<file path="src/rtl/keccak_msg_feeder_pkg.sv">
// Shared definitions for the keccak256 message feeder: word geometry and FSM state encodings.
`default_nettype none

package keccak_msg_feeder_pkg;

   localparam int WORD_W         = 32;
   localparam int BYTE_W         = 8;
   localparam int BYTE_NUM_W     = 2;
   localparam int BYTES_PER_WORD = WORD_W / BYTE_W;

   typedef enum logic [2:0] {
      ST_IDLE = 3'd0,
      ST_CLR  = 3'd1,
      ST_FILL = 3'd2,
      ST_SEND = 3'd3,
      ST_PAD  = 3'd4,
      ST_WAIT = 3'd5,
      ST_DONE = 3'd6
   } state_t;

endpackage

`default_nettype wire

</file>
<file path="src/rtl/keccak_msg_feeder_packer.sv">
// Packs bytes big-endian into a 32-bit word; the presented word already contains the
// incoming byte, and bytes beyond it are zero.
`default_nettype none

module keccak_msg_feeder_packer
   import keccak_msg_feeder_pkg::*;
(
   input  logic                  clk,
   input  logic                  reset_n,
   input  logic                  clear,
   input  logic                  push,
   input  logic [BYTE_W-1:0]     data,
   input  logic                  last,
   output logic [WORD_W-1:0]     word,
   output logic                  word_done,
   output logic [BYTE_NUM_W-1:0] count
);

   logic [WORD_W-1:0]     word_q;
   logic [BYTE_NUM_W-1:0] count_q;

   always_comb begin
      word = word_q;
      for (int i = 0; i < BYTES_PER_WORD; i++) begin
         if (count_q == BYTE_NUM_W'(i))
            word[WORD_W-1-BYTE_W*i -: BYTE_W] = data;
      end
   end

   assign word_done = push & (last | (count_q == BYTE_NUM_W'(BYTES_PER_WORD - 1)));
   assign count     = count_q;

   // The buffer is zeroed on every completed word so short last words are zero-filled.
   always_ff @(posedge clk or negedge reset_n) begin
      if (!reset_n) begin
         word_q  <= '0;
         count_q <= '0;
      end else if (clear || word_done) begin
         word_q  <= '0;
         count_q <= '0;
      end else if (push) begin
         word_q  <= word;
         count_q <= count_q + 1'b1;
      end
   end

endmodule

`default_nettype wire

</file>
<file path="src/rtl/keccak_msg_feeder.sv">
// Byte-stream front end for keccak256: resets the core, streams big-endian words with
// is_last/byte_num framing under buffer_full back-pressure, then captures and holds the digest.
`default_nettype none

module keccak_msg_feeder
   import keccak_msg_feeder_pkg::*;
#(
   parameter int DIGEST_W   = 256,
   parameter int RST_CYCLES = 1
) (
   input  logic                  clk,
   input  logic                  reset_n,
   input  logic [BYTE_W-1:0]     s_byte,
   input  logic                  s_valid,
   input  logic                  s_last,
   output logic                  s_ready,
   output logic                  k_reset,
   output logic [WORD_W-1:0]     k_in,
   output logic                  k_in_ready,
   output logic                  k_is_last,
   output logic [BYTE_NUM_W-1:0] k_byte_num,
   input  logic                  k_buffer_full,
   input  logic [DIGEST_W-1:0]   k_out,
   input  logic                  k_out_ready,
   output logic [DIGEST_W-1:0]   digest,
   output logic                  digest_valid,
   input  logic                  digest_ack,
   output logic                  busy
);

   localparam logic [3:0] CLR_LAST = 4'(RST_CYCLES - 1);

   state_t                state;
   logic [3:0]            clr_cnt;
   logic                  pad_pending;
   logic                  push;
   logic                  transfer;
   logic [WORD_W-1:0]     packed_word;
   logic                  word_done;
   logic [BYTE_NUM_W-1:0] fill_cnt;

   assign s_ready  = (state == ST_FILL);
   assign push     = s_valid & s_ready;
   assign transfer = k_in_ready & ~k_buffer_full;

   keccak_msg_feeder_packer u_packer (
      .clk       (clk),
      .reset_n   (reset_n),
      .clear     (state == ST_CLR),
      .push      (push),
      .data      (s_byte),
      .last      (s_last),
      .word      (packed_word),
      .word_done (word_done),
      .count     (fill_cnt)
   );

   always_ff @(posedge clk or negedge reset_n) begin
      if (!reset_n) begin
         state        <= ST_IDLE;
         k_reset      <= 1'b1;
         clr_cnt      <= '0;
         pad_pending  <= 1'b0;
         k_in         <= '0;
         k_in_ready   <= 1'b0;
         k_is_last    <= 1'b0;
         k_byte_num   <= '0;
         digest       <= '0;
         digest_valid <= 1'b0;
         busy         <= 1'b0;
      end else begin
         case (state)
            ST_IDLE: begin
               k_reset <= 1'b0;
               if (s_valid) begin
                  state   <= ST_CLR;
                  k_reset <= 1'b1;
                  clr_cnt <= '0;
                  busy    <= 1'b1;
               end
            end
            ST_CLR: begin
               if (clr_cnt == CLR_LAST) begin
                  k_reset <= 1'b0;
                  state   <= ST_FILL;
               end else begin
                  clr_cnt <= clr_cnt + 4'd1;
               end
            end
            ST_FILL: begin
               if (word_done) begin
                  k_in       <= packed_word;
                  k_in_ready <= 1'b1;
                  state      <= ST_SEND;
                  k_is_last  <= 1'b0;
                  k_byte_num <= '0;
                  // A full final word cannot carry byte_num=4, so an empty last word follows it.
                  if (s_last) begin
                     if (fill_cnt == BYTE_NUM_W'(BYTES_PER_WORD - 1)) begin
                        pad_pending <= 1'b1;
                     end else begin
                        k_is_last  <= 1'b1;
                        k_byte_num <= fill_cnt + 1'b1;
                     end
                  end
               end
            end
            ST_SEND: begin
               if (transfer) begin
                  if (pad_pending) begin
                     state       <= ST_PAD;
                     pad_pending <= 1'b0;
                     k_in        <= '0;
                     k_is_last   <= 1'b1;
                     k_byte_num  <= '0;
                  end else if (k_is_last) begin
                     state      <= ST_WAIT;
                     k_in_ready <= 1'b0;
                     k_is_last  <= 1'b0;
                     k_byte_num <= '0;
                  end else begin
                     state      <= ST_FILL;
                     k_in_ready <= 1'b0;
                  end
               end
            end
            ST_PAD: begin
               if (transfer) begin
                  state      <= ST_WAIT;
                  k_in_ready <= 1'b0;
                  k_is_last  <= 1'b0;
               end
            end
            ST_WAIT: begin
               if (k_out_ready) begin
                  digest       <= k_out;
                  digest_valid <= 1'b1;
                  state        <= ST_DONE;
               end
            end
            ST_DONE: begin
               if (digest_ack) begin
                  digest_valid <= 1'b0;
                  busy         <= 1'b0;
                  state        <= ST_IDLE;
               end
            end
            default: begin
               state <= ST_IDLE;
               busy  <= 1'b0;
            end
         endcase
      end
   end

endmodule

`default_nettype wire
</file>
<file path="config.mk">
export PLATFORM = sky130hd
export DESIGN_NAME = keccak_msg_feeder
export DESIGN_NICKNAME = d
export VERILOG_FILES = /design/src/rtl/keccak_msg_feeder_pkg.sv /design/src/rtl/keccak_msg_feeder_packer.sv /design/src/rtl/keccak_msg_feeder.sv
export SDC_FILE = /design/constraint.sdc
export NUM_CORES = 1
export LEC_CHECK = 0
export BUFFER_PORTS_ARGS = -buffer_cell sky130_fd_sc_hd__buf_2
export CAP_MARGIN = 20
export CORE_AREA = 3 3 222 224
export CTS_CLUSTER_DIAMETER = 120
export DETAILED_ROUTE_END_ITERATION = 10
export DIE_AREA = 0 0 225 227
export SLEW_MARGIN = 5
export SYNTH_ARGS = -nofsm -noshare
export SYNTH_HDL_FRONTEND = slang
export SYNTH_SLANG_ARGS = --single-unit
</file>
<file path="constraint.sdc">
create_clock -name clk -period 2.5 [get_ports clk]
set_clock_uncertainty 0.2 [all_clocks]
set_input_delay 0.5 -clock clk [delete_from_list [all_inputs] [get_ports clk]]
set_output_delay 0.5 -clock clk [all_outputs]
set_load 0.005 [all_outputs]
</file>
=== Yosys cells after proc, flatten, opt, wreduce, memory -nomap -nowiden ===
Index checks and enable logic that the tools add are counted.

* Register bits after elaboration: 337
* Input bits: 271
* Logic and storage cells: 119

* Add/subtract/negate cells: 2
* Eq/ne operators: 22
* Muxes and demuxes: 55
* Bitwise operators: 6
* Reduce and logical (&&, ||, !) cells: 21

{| class="wikitable"
|+ Operator list
! operator !! count
|-
| $mux 32 || 5
|-
| $pmux 32 s2 || 1
|-
| $mux 8 || 4
|-
| $mux 3 || 9
|-
| $pmux 3 s7 || 1
|-
| $ne 2x2->1 const B || 10
|-
| $mux 1 || 17
|-
| $mux 2 || 8
|-
| $reduce_and 4->1 || 3
|-
| $reduce_and 5->1 || 2
|-
| $eq 3x3->1 const B || 3
|-
| $pmux 1 s3 || 3
|-
| $reduce_and 3->1 || 3
|-
| $mux 4 || 2
|-
| $pmux 4 s2 || 1
|-
| $reduce_bool 2->1 || 4
|-
| $reduce_and 7->1 || 1
|-
| $eq 3x2->1 const B || 2
|-
| $pmux 1 s2 || 3
|-
| $reduce_or 5->1 || 1
|-
| $add 4x1->4 const B || 1
|-
| $eq 2x2->1 const B || 2
|-
| $logic_not 4->1 || 1
|-
| $ne 2x1->1 const B || 2
|-
| 13 further kinds || 17
|}

=== Depth between registers and ports, before layout ===
Gate-level depths: netlist of the first run.

* Depth in word-level cells: 5
* Mapped depth: 8
* Mapped depth without buffers: 6

=== Hierarchy ===
A second synthesis of the first run with hierarchy kept.

* Cells, all modules: 904
* Area total of the unflattened synthesis: 14,163.6 um^2

{| class="wikitable"
|+ By module, submodules not included
! module !! instances !! cells each !! area an instance (um^2) !! seq. area each (um^2)
|-
| keccak_msg_feeder || 1 || 784 || 12,453.2 || 7,583.5
|-
| keccak_msg_feeder_packer || 1 || 120 || 1,710.4 || 850.8
|}

=== Worst setup path after synthesis of the first run ===
OpenSTA, ideal clock, no wires.

* Kind: register -> register
* From: register clr_cnt[0]
* To: register state[2]
* Arrival time: 1,682 ps
* Required time: 2,175 ps
* Slack: 493 ps
* Cell stages (with the launch flop): 7
* Clock period less this slack: 2,007 ps
* Path through: dfrtp_1 -> inv_1 -> ha_1 -> or4b_1 -> a32oi_2 -> o21ai_2 -> mux2_4

* Longest elaborated chain between the ends: 3

{| class="wikitable"
|+ RTL lines
! what !! line !! source
|-
| from (decl) || keccak_msg_feeder.sv:34 || <nowiki>logic [3:0] clr_cnt;</nowiki>
|-
| from (signal assigned) || keccak_msg_feeder.sv:87 || <nowiki>clr_cnt <= clr_cnt + 4'd1;</nowiki>
|-
| $logic_not 4->1 || keccak_msg_feeder.sv:83 || <nowiki>if (clr_cnt == CLR_LAST) begin</nowiki>
|-
| $ne 2x2->1 (no source line) || - ||
|-
| $reduce_and 7->1 (no source line) || - ||
|-
| to (signal assigned) || keccak_msg_feeder.sv:76 || <nowiki>state <= ST_CLR;</nowiki>
|-
| to (signal assigned) || keccak_msg_feeder.sv:85 || <nowiki>state <= ST_FILL;</nowiki>
|-
| to (signal assigned) || keccak_msg_feeder.sv:94 || <nowiki>state <= ST_SEND;</nowiki>
|-
| to (decl) || keccak_msg_feeder.sv:33 || <nowiki>state_t state;</nowiki>
|}

No other way between the ends.
A chain may end at the register's enable or synchronous reset.

=== Final worst setup path of the first run ===
* From: register state[1]
* To: output port s_ready

* Longest elaborated chain between the ends: 1

{| class="wikitable"
|+ RTL lines
! what !! line !! source
|-
| from (signal assigned) || keccak_msg_feeder.sv:60 || <nowiki>state <= ST_IDLE;</nowiki>
|-
| from (signal assigned) || keccak_msg_feeder.sv:76 ||
|-
| from (signal assigned) || keccak_msg_feeder.sv:85 ||
|-
| $eq 3x2->1 || keccak_msg_feeder.sv:42 || <nowiki>assign s_ready = (state == ST_FILL);</nowiki>
|-
| to (decl) || keccak_msg_feeder.sv:16 || <nowiki>output logic s_ready,</nowiki>
|}

No other way between the ends.

==> out/metrics.cfg, run 1 <==
[timing]
finalHoldViolCount = 0
finalSetupViolations = 0
setup_tns_ps = 0
timing.final.crit_period_ps = 2276
grt_setup_unrepaired = false
max_slew_margin = 0.6554
timing.fmax_mhz = 439.4
timing_max_transition_violations_final = 0
holdWs_ps = 55.01
worst-slew-pin-transition_ps = 517.0
timing.final.crit_share = 0.9104

[yosys]
portion_of_the_post_synthesis_area_used_by_sequential_elements = 0.6306
count_of_different_cell_masters_after_synthesis = 52
synthesis.yosys.warnings = 0
synth_async_sr_flop_share = 1.000
area_of_the_mapped_netlist_sq_um = 13370
synth_cells = 897
ys.flop_type = sky130_fd_sc_hd__dfrtp_1
ys_ff_latch = 337
post_synthesis_net_count = 1178
avgSynthCellArea_sq_um = 14.91
synth-edff-count = 0

[worst_setup_path]
critical_path_peak_fanout = 10
critical-path-top-delay-family = flip-flops
endpoint_kind = output pin
worst_setup_path_start_kind = flip-flop
critPathRequiredTime_ps = 1800
critical_path.max_stage_delay_ps = 450
path_cells = buf_4, nor3b_4, buf_2
setup.reg_to_reg.worst_slack_ps = 290
critical_path_buf_inv_count = 2
crit_path_top_delay_cell = sky130_fd_sc_hd__dfrtp_2
path_class = reg -> out
rr_startpoint = state[0]$_DFFE_PN0P_
worst_flop_to_flop_path_endpoint = digest[242]$_DFFE_PN0P_
worst-r2r-cell-count = 4
arrival_ps = 1580

[placed_design]
numPlacedInstances = 2060
place.port_buffers = 566
dp_hpwl_um = 30730
dpl_cell_area_sq_um = 17110
gp_routability_congestion = 0.8308

[detailed_routing]
via_per_inst = 4.424
drcViolationCount = 0
antenna_violating_nets_post_route = 0
route.final.wire_length_um = 43020
avgRoutedWirePerCell_um = 18.11
dr.pass1.iters = 4
vias = 10510
detailedRoute.firstIterationViolations = 349

[flow_run]
max-cap-violations = 0

[layout]
finish.instance_area_sq_um = 20770
finalNonFillerCells = 2375
final_nets = 2015
layout-drive-gt1-share = 0.5287
syn2layout_area_growth_pct = 55.30

[cts]
path_clk_slew_ps = 60
cts_max_path_buffers = 3
clkLatencyLatePin_ps = 540
ctsRootBufferMaster = sky130_fd_sc_hd__clkbuf_16
cts_buffers = 38
clock_sink_count = 337
cts_tree = done
h-tree-depth = 2

[global_routing]
gr-usage-all-layers = 0.1615
total_gr_overflow = 0
number_of_global_route_vias_before_repair = 11550
grt_antenna_before_repair = 3
grt_max_degree = 65
grt_first_pass_wirelength_um = 64620

[status]
run_status = complete, no violations

[hold_path]
hold_path.startpoint = k_out[225]
worst_min_delay_path_category = in -> reg
worst_hold_path.endpoint = digest[225]$_DFFE_PN0P_
min_delay_path_depth = 2

[floorplanning]
die_area_sq_um = 51080
initial_utilization = 0.2813
rows = 80
dieHeight_um = 227
chipWidth_um = 225
design.portCount = 567
placeableCoreArea_sq_um = 47550

[power]
power.leakage_nw = 10.25
vdd_ir_drop_max_mv = 0.8120
power.density_nw_per_um2 = 1048
report.power.total_w = 0.02176

-- synthesized netlist by cell type (6+ instances only) --
| cell type | number | area, sq um |
|---|---|---|
| sky130_fd_sc_hd__mux2i_1 | 34 | 340.3 |
| sky130_fd_sc_hd__o31ai_1 | 34 | 255.2 |
| sky130_fd_sc_hd__nor2b_1 | 11 | 68.82 |
| sky130_fd_sc_hd__a22o_1 | 25 | 219.0 |
| sky130_fd_sc_hd__o21ai_0 | 9 | 45.04 |
| sky130_fd_sc_hd__ha_1 | 10 | 125.1 |
| sky130_fd_sc_hd__dfrtp_1 | 336 | 8408 |
| sky130_fd_sc_hd__a21oi_1 | 6 | 30.03 |
| sky130_fd_sc_hd__inv_1 | 9 | 33.78 |
| sky130_fd_sc_hd__mux2_2 | 257 | 2894 |
| sky130_fd_sc_hd__nor2_1 | 8 | 30.03 |
| sky130_fd_sc_hd__buf_2 | 43 | 215.2 |
| sky130_fd_sc_hd__nand2_1 | 50 | 187.7 |
| sky130_fd_sc_hd__clkbuf_1 | 7 | 26.28 |
-- flip-flops by register name, indices dropped and copies added (netlist names), 2 cells and up --
name and cells:
state 3, clr_cnt 4, u_packer.word_q 32, k_byte_num 2, u_packer.count 2, k_in 32, digest 256
-- how the worst max path moves through the flow --
stage	end	slack, ps	depth (start not counted)	start
floorplan	state[2]$_DFFE_PN0P_	490	6	clr_cnt[0]$_DFFE_PN0P_
global placement	u_packer.word_q[31]$_DFFE_PN0P_	380	5	s_valid
detailed placement	digest[242]$_DFFE_PN0P_	290	5	state[1]$_DFFE_PN0P_
CTS	s_ready	20	3	state[1]$_DFFE_PN0P_
global route	s_ready	100	3	state[1]$_DFFE_PN0P_
finish	s_ready	220	3	state[1]$_DFFE_PN0P_
-- cell families (layout without fill, tap and decap cells) --
family,after synthesis,after routing,synth area share
DFF,337,337,0.6306
muxes,292,292,0.2430
and+or+nand+nor,99,99,0.03733
AOI/OAI and AO/OA,97,97,0.05829
buffers and inverters,62,924,0.02142
adders and majority gates,10,10,0.009355
other,0,1,0
-- stage by stage --
| stage | util | setup slack [ps] |
|---|---|---|
| 2_1_floorplan | - | 493.3 |
| 3_3_place_gp | 0.3598 | 375.1 |
| 3_5_place_dp | 0.3598 | 292.4 |
| 4_1_cts | 0.4366 | 16.15 |
| 5_1_grt | 0.4368 | 96.31 |
| 6_report | 0.4368 | 224.0 |
-- area by class of cell --
| class | instances | area, sq um |
|---|---|---|
| Tap cell | 615 | 769.5 |
| Clock buffer | 53 | 1089 |
| Timing Repair Buffer | 850 | 5708 |
| Sequential cell | 337 | 8436 |
| Fill cell | 4289 | 26780 |
| Clock inverter | 12 | 72.57 |
| Antenna cell | 1 | 2.502 |
| Multi-Input combinational cell | 498 | 4659 |
| Inverter | 9 | 33.78 |
-- report_power, final --
| part | total, W | switching (W) | internal (W) |
|---|---|---|---|
| clock | 0.00526 | 0.00222 | 0.00304 |
| sequential | 0.00904 | 0.00128 | 0.00776 |
| combinational | 0.00747 | 0.00330 | 0.00417 |
-- layer usage --
layer | vias up | wire, um | global-route usage
li1 | 4884 | - | -
met1 | 5160 | 15770 | 0.1729
met2 | 376 | 22350 | 0.2938
met3 | 82 | 3678 | 0.06280
met4 | 4 | 1201 | 0.05188
met5 | - | 27 | 0
-- cell usage in the layout, fill, tap and decap left out, types with 10 or more instances in the layout --
| master | n |
|---|---|
| sky130_fd_sc_hd__buf_2 | 565 |
| sky130_fd_sc_hd__nand2_1 | 50 |
| sky130_fd_sc_hd__buf_4 | 27 |
| sky130_fd_sc_hd__nor2b_1 | 11 |
| sky130_fd_sc_hd__o31ai_1 | 34 |
| sky130_fd_sc_hd__dfrtp_1 | 335 |
| sky130_fd_sc_hd__clkbuf_16 | 39 |
| sky130_fd_sc_hd__mux2_2 | 257 |
| sky130_fd_sc_hd__a22o_1 | 25 |
| sky130_fd_sc_hd__ha_1 | 10 |
| sky130_fd_sc_hd__dlygate4sd3_1 | 248 |
| sky130_fd_sc_hd__mux2i_1 | 34 |
-- what timing repair did --
item,CTS,global route
endpoints found under the setup margin,1,1
resized for setup,2,0
hold endpoints to repair,284,0
hold buffers,248,0
pin swaps,0,0
setup buffers,0,1
Note: power is estimated with default switching activity, not from simulation.
==> run 2: changes to the inputs <==
- clock period: 2.5 -> 2.6 ns (I/O delays scaled with it)
==> out/metrics.cfg, run 2 (synthesized netlist as in run 1, its figures left out) <==
[cts]
ctsRootBufferMaster = sky130_fd_sc_hd__clkbuf_16
clock_sink_count = 337  ; unchanged
path_clk_slew_ps = 60  ; about the same
cts_tree = done
cts_post_setup_buffers_inserted = 0  ; unchanged
h-tree-depth = 2  ; unchanged
cts_max_path_buffers = 3  ; unchanged
cts_buffers = 40  ; +5.3%
clkLatencyLatePin_ps = 530  ; about the same

[global_routing]
grt_antenna_before_repair = 7  ; +4
grt_max_degree = 69  ; +6.2%
grt_first_pass_wirelength_um = 65100  ; +0.75%
total_gr_overflow = 0  ; unchanged
number_of_global_route_vias_before_repair = 11550  ; -0.043%
gr-usage-all-layers = 0.1628  ; +0.001302

[detailed_routing]
dr.pass1.iters = 4  ; unchanged
detailedRoute.firstIterationViolations = 351  ; +0.57%
drcViolationCount = 0  ; unchanged
antenna_violating_nets_post_route = 0  ; unchanged
route.final.wire_length_um = 43630  ; +1.4%
via_per_inst = 4.459  ; +0.80%
avgRoutedWirePerCell_um = 18.39  ; +1.5%
vias = 10580  ; +0.68%

[worst_setup_path]
critical_path_peak_fanout = 15  ; +5
arrival_ps = 1780  ; +200 ps
rr_startpoint = state[1]$_DFFE_PN0P_
path_cells = nor3b_2, buf_2
critPathRequiredTime_ps = 1880  ; +80 ps
startpoint = state[0]$_DFFE_PN0P_
critical_path.max_stage_delay_ps = 550  ; +100 ps
critical-path-top-delay-family = flip-flops
critical_path_buf_inv_count = 1  ; -1
worst_setup_path_start_kind = flip-flop
endpoint_kind = output pin
path_class = reg -> out
crit_path_top_delay_cell = sky130_fd_sc_hd__dfrtp_1

[timing]
finalSetupViolations = 0  ; unchanged
worst-slew-pin-transition_ps = 492.6  ; -24.35 ps
timing.final.crit_share = 0.9612
finalHoldViolCount = 0  ; unchanged
max_slew_margin = 0.6680  ; +0.01265
timing.final.crit_period_ps = 2499
timing_max_transition_violations_final = 0  ; unchanged
grt_setup_unrepaired = false
timing.fmax_mhz = 400.1
setup_tns_ps = 0  ; unchanged

[hold_path]
hold_path.startpoint = k_out[96]
worst_min_delay_path_category = in -> reg

[floorplanning]
design.portCount = 567  ; unchanged
chipWidth_um = 225  ; unchanged
initial_utilization = 0.2813  ; unchanged
dieHeight_um = 227  ; unchanged
placeableCoreArea_sq_um = 47550  ; unchanged
die_area_sq_um = 51080  ; unchanged
rows = 80  ; unchanged

[layout]
final_nets = 2006  ; -0.45%
top_regs = digest (256), k_in (32), u_packer.word_q (32)
regMostFlops = digest
multi_input_area_sq_um = 4653  ; -0.13%
finish.instance_area_sq_um = 20720  ; -0.22%
final.fill_count = 4295  ; +0.14%
area.sequential_sq_um = 8434  ; about the same
syn2layout_area_growth_pct = 54.95
largest_register_ffs = 256  ; unchanged
layout-drive-gt1-share = 0.5263  ; -0.002424
layout.cells.most_common_list = sky130_fd_sc_hd__buf_2 (565), sky130_fd_sc_hd__dfrtp_1 (336), sky130_fd_sc_hd__mux2_2 (257), sky130_fd_sc_hd__dlygate4sd3_1 (242), sky130_fd_sc_hd__nand2_1 (50)
most_common_library_cell_in_the_layout_ignoring_fill_and_taps = sky130_fd_sc_hd__buf_2

[placed_design]
dpl_cell_area_sq_um = 17100  ; about the same
dp_hpwl_um = 30930  ; +0.64%
place.port_buffers = 566  ; unchanged
gp_routability_congestion = 0.7887  ; -5.1%

[power]
power.leakage_nw = 10.22  ; -0.32%
power.density_nw_per_um2 = 1014  ; -3.2%
vdd_ir_drop_max_mv = 0.6542  ; -19%
report.power.total_w = 0.02102  ; -3.4%

[status]
run_status = complete, no violations

[flow_run]
max-cap-violations = 0  ; unchanged

## run 2: through the flow
step | cells | util | setup slack (ps) | hold WS, ps
floorplan | 897 | - | 593.3 | 24.41
global placement | 2056 | 0.3597 | 485.5 | 257.6
detailed placement | 2056 | 0.3597 | 443.6 | 263.9
CTS | 2365 | 0.4355 | 41.32 | 0.4544
global route | 2371 | 0.4358 | 22.70 | 10.62
finish | 2372 | 0.4359 | 100.8 | 30.67
## run 2: metal layers
metal	GRT usage	up-vias	part of all wire
met3	0.05313	83	0.077
li1	-	4875	-
met4	0.06602	2	0.031
met1	0.1834	5234	0.38
met2	0.2865	383	0.52
met5	0	-	0.00030
## run 2: path summary, 6_finish.rpt
| check | to | slack (ps) | cells after the start |
|---|---|---|---|
| max in group asynchronous | u_packer.word_q[4]$_DFFE_PN0P_ | 1150 | 3 |
| worst max-delay path | s_ready | 100 | 2 |
| min in group asynchronous | digest[245]$_DFFE_PN0P_ | 310 | 2 |
| worst min-delay path | digest[96]$_DFFE_PN0P_ | 30 | 2 |
| worst max register to register | digest[123]$_DFFE_PN0P_ | 450 | 5 |
| worst min register to register | k_in[28]$_DFFE_PN0P_ | 270 | 2 |
## run 2: timing repair
| action | in CTS | in global routing |
|---|---|---|
| hold buffers | 242 | 0 |
| gates resized for setup | 0 | 0 |
| hold endpoints to repair | 274 | 0 |
## run 2: layout make-up
class | count | area share
antenna | 7 | 0.0008453
clock buffer | 57 | 0.05386
clock inverter | 10 | 0.003079
inverter | 9 | 0.001630
multi-input combinational | 498 | 0.2245
sequential | 337 | 0.4070
tap | 615 | 0.03713
timing repair buffer | 839 | 0.2719
## run 2: where the power goes
part           internal (W)  switching [W]  leakage, nW  total, W
clock network       0.00298        0.00214        0.579   0.00512
registers           0.00746        0.00123         4.23   0.00869
logic               0.00398        0.00323         5.41   0.00721
==> run 3: changes to the inputs <==
- REMOVE_ABC_BUFFERS: not set -> 1
==> out/metrics.cfg, run 3 (synthesized netlist as in run 1, its figures left out) <==
[status]
run_status = complete, no violations

[timing]
grt_setup_unrepaired = false
timing.final.crit_share = 0.9576  ; -0.003642
finalHoldViolCount = 0  ; unchanged
max_slew_margin = 0.5771  ; -0.09088
setup_tns_ps = 0  ; unchanged
timing.final.crit_period_ps = 2490  ; -9.468 ps
timing.fmax_mhz = 401.6  ; +0.38%
worst-slew-pin-transition_ps = 634.3  ; +141.7 ps
timing_max_transition_violations_final = 0  ; unchanged
post-route-worst-setup-slack_ps = 110.2  ; +9.468 ps
finalSetupViolations = 0  ; unchanged

[global_routing]
grt_first_pass_wirelength_um = 65960  ; +1.3%
grt_antenna_before_repair = 14  ; +7
total_gr_overflow = 0  ; unchanged
grt_max_degree = 99  ; +43%
gr-usage-all-layers = 0.1647  ; +0.001922
number_of_global_route_vias_before_repair = 11550  ; +0.061%

[floorplanning]
chipWidth_um = 225  ; unchanged
placeableCoreArea_sq_um = 47550  ; unchanged
initial_utilization = 0.2813  ; unchanged
rows = 80  ; unchanged
die_area_sq_um = 51080  ; unchanged
dieHeight_um = 227  ; unchanged
design.portCount = 567  ; unchanged

[cts]
cts_tree = done
cts_post_setup_buffers_inserted = 0  ; unchanged
cts_buffers = 39  ; -2.5%
cts_max_path_buffers = 3  ; unchanged
path_clk_slew_ps = 60  ; about the same
clkLatencyLatePin_ps = 530  ; about the same
h-tree-depth = 2  ; unchanged
ctsRootBufferMaster = sky130_fd_sc_hd__clkbuf_16
clock_sink_count = 337  ; unchanged

[worst_setup_path]
path_cells = buf_4, nor3b_4, buf_2
path_class = reg -> out
crit_path_top_delay_cell = sky130_fd_sc_hd__dfrtp_1
setup.reg_to_reg.worst_slack_ps = 270  ; -180 ps
critical_path_buf_inv_count = 2  ; +1
worst_setup_path_start_kind = flip-flop
critPathRequiredTime_ps = 1880  ; about the same
critical-path-top-delay-family = flip-flops
endpoint_kind = output pin
arrival_ps = 1770  ; about the same
rr_startpoint = state[0]$_DFFE_PN0P_
critical_path.max_stage_delay_ps = 490  ; -60 ps
critical_path_peak_fanout = 13  ; -2
startpoint = state[2]$_DFFE_PN0P_

[detailed_routing]
antenna_violating_nets_post_route = 0  ; unchanged
dr.pass1.iters = 5  ; +1
via_per_inst = 4.482  ; +0.52%
avgRoutedWirePerCell_um = 18.63  ; +1.3%
vias = 10720  ; +1.3%
route.final.wire_length_um = 44550  ; +2.1%
detailedRoute.firstIterationViolations = 450  ; +28%
drcViolationCount = 0  ; unchanged

[hold_path]
hold_path.startpoint = k_out[114]
worst_min_delay_path_category = in -> reg

[power]
power.density_nw_per_um2 = 1025  ; +1.0%
vdd_ir_drop_max_mv = 0.5466  ; -16%
power.leakage_nw = 10.30  ; +0.82%
report.power.total_w = 0.02144  ; +2.0%

[placed_design]
pre_cts_ws_ps = 308.1  ; -135.5 ps
place.port_buffers = 566  ; unchanged
gp_routability_congestion = 0.7969  ; +1.0%
dpl_cell_area_sq_um = 17100  ; about the same
dp_hpwl_um = 31770  ; +2.7%

[layout]
layout.cells.most_common_list = sky130_fd_sc_hd__buf_2 (565), sky130_fd_sc_hd__dfrtp_1 (335), sky130_fd_sc_hd__mux2_2 (257), sky130_fd_sc_hd__dlygate4sd3_1 (250), sky130_fd_sc_hd__nand2_1 (50)
finish.instance_area_sq_um = 20930  ; +0.98%
final_core_util = 0.4401  ; +0.004264
regMostFlops = digest
largest_register_ffs = 256  ; unchanged
layout-drive-gt1-share = 0.5269  ; +0.0006570
most_common_library_cell_in_the_layout_ignoring_fill_and_taps = sky130_fd_sc_hd__buf_2
syn2layout_area_growth_pct = 56.47
final_nets = 2017  ; +0.55%
top_regs = digest (256), k_in (32), u_packer.word_q (32)

[flow_run]
max-cap-violations = 0  ; unchanged

-- run 3: changes by cell type in the layout (fill, tap and decap cells not counted), sizes merged --
cell	before	now
dlygate4sd3	242	250
diode	7	13
clkinv	7	2
buf	597	601
clkbuf	57	61
bufinv	0	2
clkinvlp	1	2
inv	11	10
-- run 3: stage by stage --
stage,instances,hold slack (ps)
final,2391,36.44
after global routing,2390,7.662
after CTS,2378,0.1554
after detailed placement,2060,268.0
after global placement,2060,267.4
after floorplan,844,24.41
-- run 3: path summary, 6_finish.rpt --
check | cells after the start | end
worst min register to register | 2 | k_in[18]$_DFFE_PN0P_
min in group asynchronous | 2 | digest[112]$_DFFE_PN0P_
worst max register to register | 4 | digest[136]$_DFFE_PN0P_
worst min-delay path | 2 | digest[114]$_DFFE_PN0P_
worst max-delay path | 3 | s_ready
max in group asynchronous | 4 | k_in[1]$_DFFE_PN0P_
-- run 3: repair_timing --
item                                    CTS  global route
hold buffers                            250             0
gates cloned                              0             0
endpoints found under the hold margin   290             0
endpoints found under the setup margin    1             1
gates resized for setup                   1             1
-- run 3: routing by layer --
metal	routed length [um]	global-route usage
met1	16440	0.1820
met2	23390	0.2989
met3	3248	0.04874
met4	1452	0.06479
met5	13	0
-- run 3: cell type report --
| type | instances | area (sq um) |
|---|---|---|
| Fill cell | 4335 | 26620 |
| Sequential cell | 337 | 8436 |
| Clock inverter | 7 | 96.34 |
| Inverter | 9 | 33.78 |
| Tap cell | 615 | 769.5 |
| Clock buffer | 61 | 1191 |
| Antenna cell | 13 | 32.53 |
| Timing Repair Buffer | 851 | 5708 |
| Multi-Input combinational cell | 498 | 4659 |
-- run 3: power by group --
group          total, W  leakage [nW]  switching (W)  internal, W
clock network   0.00549         0.625        0.00215      0.00334
registers       0.00867          4.23        0.00120      0.00746
logic           0.00729          5.45        0.00330      0.00398
total            0.0214          10.3        0.00665       0.0148
